[src/rtl/reset_sequencer_pkg.sv]
// ---------------------------------------------------------------------------
// reset_sequencer_pkg : shared types, cause-bit indices and helpers
// Rev 1.0
// ---------------------------------------------------------------------------
`default_nettype none

package reset_sequencer_pkg;

   typedef enum logic [1:0] {
      HOLD    = 2'd0,
      RELEASE = 2'd1,
      RUN     = 2'd2
   } seq_state_e;

   localparam int CAUSE_POR = 0;

   // Software cause sits just above the hardware source bits.
   function automatic int CAUSE_SW(input int num_sources);
      return num_sources + 1;
   endfunction

   function automatic int max_int(input int a, input int b);
      return (a > b) ? a : b;
   endfunction

endpackage

`default_nettype wire

[src/rtl/reset_debouncer.sv]
// ---------------------------------------------------------------------------
// reset_debouncer : 2-FF synchroniser plus debounce for one active-low pin
// Rev 1.0
// ---------------------------------------------------------------------------
`default_nettype none

module reset_debouncer
   import reset_sequencer_pkg::*;
#(
   parameter int DEBOUNCE_CYCLES = 500_000
) (
   input  logic clock,
   input  logic srst,
   input  logic req_n,
   output logic active
);

   localparam int               CNT_W    = $clog2(DEBOUNCE_CYCLES + 1);
   localparam logic [CNT_W-1:0] CNT_LAST = CNT_W'(DEBOUNCE_CYCLES - 1);

   logic             sync1_q, sync1_d;
   logic             sync2_q, sync2_d;
   logic             active_q, active_d;
   logic [CNT_W-1:0] cnt_q, cnt_d;

   always_comb begin
      sync1_d  = req_n;
      sync2_d  = sync1_q;
      active_d = active_q;
      cnt_d    = '0;
      // The DEBOUNCE_CYCLES-th consecutive differing cycle flips the level.
      if ((~sync2_q) != active_q) begin
         if (cnt_q == CNT_LAST) begin
            active_d = ~active_q;
         end else begin
            cnt_d = cnt_q + 1'b1;
         end
      end
   end

   always_ff @(posedge clock or posedge srst) begin
      if (srst) begin
         sync1_q  <= 1'b1;
         sync2_q  <= 1'b1;
         active_q <= 1'b0;
         cnt_q    <= '0;
      end else begin
         sync1_q  <= sync1_d;
         sync2_q  <= sync2_d;
         active_q <= active_d;
         cnt_q    <= cnt_d;
      end
   end

   assign active = active_q;

endmodule

`default_nettype wire

[src/rtl/reset_sequencer.sv]
// ---------------------------------------------------------------------------
// reset_sequencer : power-on hold and ordered release of reset domains
// Rev 1.0
// ---------------------------------------------------------------------------
`default_nettype none

module reset_sequencer
   import reset_sequencer_pkg::*;
#(
   parameter int POR_CYCLES      = 25_000_000,
   parameter int NUM_STAGES      = 4,
   parameter int STAGE_CYCLES    = 1000,
   parameter int NUM_SOURCES     = 2,
   parameter int DEBOUNCE_CYCLES = 500_000
) (
   input  logic                   clock,
   input  logic                   srst,
   input  logic [NUM_SOURCES-1:0] rst_req_n,
   input  logic                   sw_rst_req,
   input  logic                   cause_clear,
   output logic [NUM_STAGES-1:0]  stage_rst,
   output logic                   all_released,
   output logic [NUM_SOURCES+1:0] cause
);

   localparam int               CNT_W      = $clog2(max_int(POR_CYCLES, STAGE_CYCLES) + 1);
   localparam logic [CNT_W-1:0] POR_LAST   = CNT_W'(POR_CYCLES - 1);
   localparam logic [CNT_W-1:0] STAGE_LAST = CNT_W'(STAGE_CYCLES - 1);
   localparam int               SW_BIT     = CAUSE_SW(NUM_SOURCES);

   logic [NUM_SOURCES-1:0] src_active;
   logic                   req;
   logic                   release_now;
   logic [NUM_STAGES-1:0]  stage_shift;
   logic [NUM_SOURCES+1:0] cause_set;

   seq_state_e             state_q, state_d;
   logic [CNT_W-1:0]       cnt_q, cnt_d;
   logic [NUM_STAGES-1:0]  stage_rst_q, stage_rst_d;
   logic                   all_released_q, all_released_d;
   logic [NUM_SOURCES+1:0] cause_q, cause_d;

   for (genvar i = 0; i < NUM_SOURCES; i++) begin : g_src
      reset_debouncer #(
         .DEBOUNCE_CYCLES(DEBOUNCE_CYCLES)
      ) u_debouncer (
         .clock (clock),
         .srst  (srst),
         .req_n (rst_req_n[i]),
         .active(src_active[i])
      );
   end

   assign req = (|src_active) | sw_rst_req;

   // Stages clear in ascending order, so shifting zeros in from the LSB
   // releases the next one; an all-zero result means the last has gone.
   assign stage_shift = stage_rst_q << 1;

   always_comb begin
      state_d        = state_q;
      cnt_d          = cnt_q;
      stage_rst_d    = stage_rst_q;
      all_released_d = all_released_q;
      release_now    = 1'b0;

      if (req) begin
         state_d        = HOLD;
         cnt_d          = '0;
         stage_rst_d    = '1;
         all_released_d = 1'b0;
      end else begin
         case (state_q)
            HOLD: begin
               if (cnt_q == POR_LAST) release_now = 1'b1;
               else                   cnt_d       = cnt_q + 1'b1;
            end
            RELEASE: begin
               if (cnt_q == STAGE_LAST) release_now = 1'b1;
               else                     cnt_d       = cnt_q + 1'b1;
            end
            RUN: ;
            default: begin
               state_d        = HOLD;
               cnt_d          = '0;
               stage_rst_d    = '1;
               all_released_d = 1'b0;
            end
         endcase

         if (release_now) begin
            cnt_d       = '0;
            stage_rst_d = stage_shift;
            if (stage_shift == '0) begin
               state_d        = RUN;
               all_released_d = 1'b1;
            end else begin
               state_d = RELEASE;
            end
         end
      end
   end

   // A set arriving with a clear wins, so sets are OR-ed in after clearing.
   always_comb begin
      cause_set                 = '0;
      cause_set[NUM_SOURCES:1]  = src_active;
      cause_set[SW_BIT]         = sw_rst_req;
      cause_d                   = (cause_clear ? '0 : cause_q) | cause_set;
   end

   always_ff @(posedge clock or posedge srst) begin
      if (srst) begin
         state_q              <= HOLD;
         cnt_q                <= '0;
         stage_rst_q          <= '1;
         all_released_q       <= 1'b0;
         cause_q              <= '0;
         cause_q[CAUSE_POR]   <= 1'b1;
      end else begin
         state_q        <= state_d;
         cnt_q          <= cnt_d;
         stage_rst_q    <= stage_rst_d;
         all_released_q <= all_released_d;
         cause_q        <= cause_d;
      end
   end

   assign stage_rst    = stage_rst_q;
   assign all_released = all_released_q;
   assign cause        = cause_q;

endmodule

`default_nettype wire

[config.mk]
export PLATFORM = sky130hd
export DESIGN_NAME = reset_sequencer
export DESIGN_NICKNAME = d
export VERILOG_FILES = /design/src/rtl/reset_sequencer_pkg.sv /design/src/rtl/reset_debouncer.sv /design/src/rtl/reset_sequencer.sv
export SDC_FILE = /design/constraint.sdc
export NUM_CORES = 1
export LEC_CHECK = 0
export CAP_MARGIN = 20
export CORE_MARGIN = 1.5
export CORE_UTILIZATION = 40
export CTS_CLUSTER_DIAMETER = 80
export CTS_CLUSTER_SIZE = 25
export DETAILED_ROUTE_END_ITERATION = 8
export PLACE_DENSITY_LB_ADDON = 0.2
export SLEW_MARGIN = 20
export SYNTH_ARGS = -nofsm -noshare
export SYNTH_HDL_FRONTEND = slang
export SYNTH_SLANG_ARGS = --single-unit
[constraint.sdc]
create_clock -name clock -period 2.94 [get_ports clock]
set_clock_uncertainty 0.2 [all_clocks]
set_input_delay 0.588 -clock clock [delete_from_list [all_inputs] [get_ports clock]]
set_output_delay 0.588 -clock clock [all_outputs]
set_load 0.02 [all_outputs]
==> impl_metrics.tcl, run 1 <==
set metrics [dict create \
    outcome "completed" \
    hp-start "g_src[1].u_debouncer.sync1_q$_DFF_PP1_" \
    relSlewSlack 0.422 \
    cp-end-kind "register" \
    setup_viol 0 \
    dieArea_sq_um 10400 \
    hold_violations 0 \
    cts.clk_slew.worst_paths_ns 0.08 \
    cts.path.max_buffers 2 \
    hold_buffers 0 \
    synth_edf_count 0 \
    dp_slack_ns 0.219 \
    required_ns 3.01 \
    cap_violations 0 \
    min_to "g_src[1].u_debouncer.sync2_q$_DFF_PP1_" \
    post-route-util 0.479 \
    grt_pass1_wl_um 14500 \
    setup_tns_ns 0 \
    core.rowCount 35 \
    period_minus_slack_ns 2.52 \
    irDropWorstVdd_v 0.000266 \
    design_area_sq_um 4490 \
    insertion_delay_ns 0.35 \
    mostFrequentLayoutCell "dfrtp_1" \
    path_buf_inv 0 \
    routed_wl_um 8500 \
    ys_seq_elements 80 \
    drc 0 \
    ant_nets 0 \
    period_share 0.857 \
    port_buffers 14 \
    die_w_um 102 \
    syn-cell-area_sq_um 3930 \
    firstDrtPassIters 4 \
    powerDensity_nw_per_um2 485 \
    cts-htree-levels 3 \
    cp.depth 6 \
    yosysWarnings 0 \
    place_inst 542 \
    grt_usage 0.179 \
    crit_arrival_ns 2.59 \
    fin_nets 433 \
    drt-wirelength-per-cell_um 15.2 \
    critPathKind "register to register" \
    ys_seq_area_frac 0.513 \
    p_leak_nw 1.82 \
    gp_congestion 0.935 \
    worst_slack_ns 0.421 \
    cts-root-buf "clkbuf_8" \
    reg2reg_depth 6 \
    grt-ovfl-total 0 \
    ff2ff_setup_slack_ns 0.42 \
    antenna_found_initial 0 \
    r2r_start "cnt_q[0]$_DFFE_PP0P_" \
    first_iter_violations 156 \
    drv_slew 0 \
    cts_setup_buffers 0 \
    timing.hold.ws_ns 0.164 \
    drive_gt1_frac 0.0979 \
    fmaxAchievable_mhz 397 \
    cts_inserted_buffers 9 \
    die_h_um 102 \
    grt_start_max_net_pins 38 \
    yosysUniqueCellTypes 50 \
    final_cell_mix "dfrtp_1 (71), nor2_1 (49), nand3_1 (31), nand2_1 (31), xor2_1 (22)" \
    rsz0062_at_grt "no" \
    dr_total_vias 3060 \
    r2r-end "stage_rst[1]$_DFFE_PP1P_" \
    io_pins 15 \
    num-fill-cells 902 \
    async_flop_share 1.00 \
    cts_tree "built" \
    dp_hpwl_um 5790 \
    post_cts_resized 0 \
    viasPerCell 5.48 \
    worst_path_largest_cell_delay_ns 0.45 \
    hold_path_depth 0 \
    synthCells 402 \
    crit_path_start_kind "register" \
    diodes 0 \
    crit_slowest_cell "o32a_1" \
    cp_cell_sequence "ha_1 -> nor4bb_1 -> nand4_1 -> o32a_1 -> nand2_2 -> a2bb2oi_1" \
    first_global_vias 2961 \
    worstPathMaxFanout 17 \
    power.total_mw 2.18 \
    core_area_sq_um 9370 \
    worstMarginPinSlew_ns 0.859 \
    start_util 0.419 \
    clock_sinks 80 \
    path_delay_family "simple AND/OR/NAND/NOR gates" \
    placed_cell_area_sq_um 4240 \
    syn_nets 411 \
    avgSynthCellArea_sq_um 9.77 \
    synth_ff_type "dfrtp_1" \
    worstHoldPathType "register to register" \
    fin_cells 558 \
    syn2layout_area_growth_pct 14.2 \
]
sequential cells by signal, indices dropped and copies added, names as in the netlist:
register,count
g_src.u_debouncer.active,2
cause,4
g_src.u_debouncer.sync1_q,2
g_src.u_debouncer.cnt_q,38
stage_rst,4
cnt_q,25
g_src.u_debouncer.sync2_q,2
all_released,1
state_q,2
final cells by class:
type	instances	area, sq um	share of cell area
Sequential cell	80	2010	0.449
Multi-Input combinational cell	295	1800	0.401
Timing Repair Buffer	24	215	0.0480
Clock buffer	14	183	0.0407
Tap cell	129	161	0.0360
Clock inverter	2	60.1	0.0134
Inverter	14	53.8	0.0120
Yosys cell counts (all sizes together), types with 2 or more instances:
library cell	n	area [sq um]
or4	4	30.0
o22a	2	17.5
nand4	19	119
buf	3	23.8
nor3	9	45.0
clkbuf	10	37.5
nor3b	4	30.0
or3	5	31.3
inv	14	52.6
and3	11	68.8
o21bai	2	15.0
o31ai	4	30.0
ha	3	37.5
xnor2	15	131
o21ai	17	85.1
nor4	7	43.8
nand2	32	123
o32ai	10	87.6
nand3	31	155
a22o	2	17.5
dfstp	9	236
dfrtp	71	1780
a21oi	8	40.0
xor2	22	193
and4	5	43.8
a21o	3	22.5
and2	3	18.8
nor2b	3	18.8
nor2	49	184
nor4b	2	17.5
mux2i	2	20.0
or2	5	33.8
nor4bb	5	50.1
worst reg2reg max path: cells and delay by family (launching register included):
| kind | cells | cell delay [ns] |
|---|---|---|
| fa+ha+maj | 1 | 0.28 |
| compound gates | 2 | 0.66 |
| flops | 1 | 0.41 |
| simple gates | 3 | 0.90 |
kinds of logic after synthesis:
logic type,count (synthesis),share of synthesized area
AND/OR/NAND/NOR,196,0.262
flip-flops,80,0.513
AO/OA/AOI/OAI,57,0.0994
XOR/XNOR,37,0.0825
buffers and inverters,27,0.0290
adder cells (fa/ha/maj),3,0.00956
multiplexers,2,0.00510
where the power goes:
part / total, mW / internal, mW / switching [mW]
logic: 0.0876 / 0.0296 / 0.0580
clock network: 0.959 / 0.572 / 0.387
registers: 1.13 / 1.12 / 0.0132
worst max-delay path by stage:
stage	from	end	slack (ns)
6_report	cnt_q[0]$_DFFE_PP0P_	stage_rst[1]$_DFFE_PP1P_	0.42
5_1_grt	cnt_q[0]$_DFFE_PP0P_	cnt_q[7]$_DFFE_PP0P_	0.14
4_1_cts	cnt_q[0]$_DFFE_PP0P_	stage_rst[1]$_DFFE_PP1P_	0.42
3_5_place_dp	sw_rst_req	cnt_q[12]$_DFFE_PP0P_	0.22
3_3_place_gp	sw_rst_req	cnt_q[12]$_DFFE_PP0P_	0.23
2_1_floorplan	srst	all_released$_DFF_PP0_	0.12
per-layer routing:
metal,global-route usage,wire [um],vias to the layer above
met2,0.285,4000,59
li1,-,-,1492
met3,0.0438,297,12
met5,0,0,-
met1,0.242,4080,1497
met4,0.0569,119,0
Note: power is estimated with default switching activity, not from simulation.
==> inputs of run 2 (changes only) <==
--- a/config.mk
+++ b/config.mk
@@ -5,7 +5,6 @@
 export SDC_FILE = /design/constraint.sdc
 export NUM_CORES = 1
 export LEC_CHECK = 0
-export CAP_MARGIN = 20
 export CORE_MARGIN = 1.5
 export CORE_UTILIZATION = 40
 export CTS_CLUSTER_DIAMETER = 80
==> constraint.sdc (replaced) <==
create_clock -name clock -period 2.94 [get_ports clock]
set_clock_uncertainty 0.2 [all_clocks]
set_input_delay 0.588 -clock clock [delete_from_list [all_inputs] [get_ports clock]]
set_output_delay 0.588 -clock clock [all_outputs]
set_load 0.01 [all_outputs]
==> results of run 2 <==
Same layout as run 1 (identical final DEF). Status: completed.
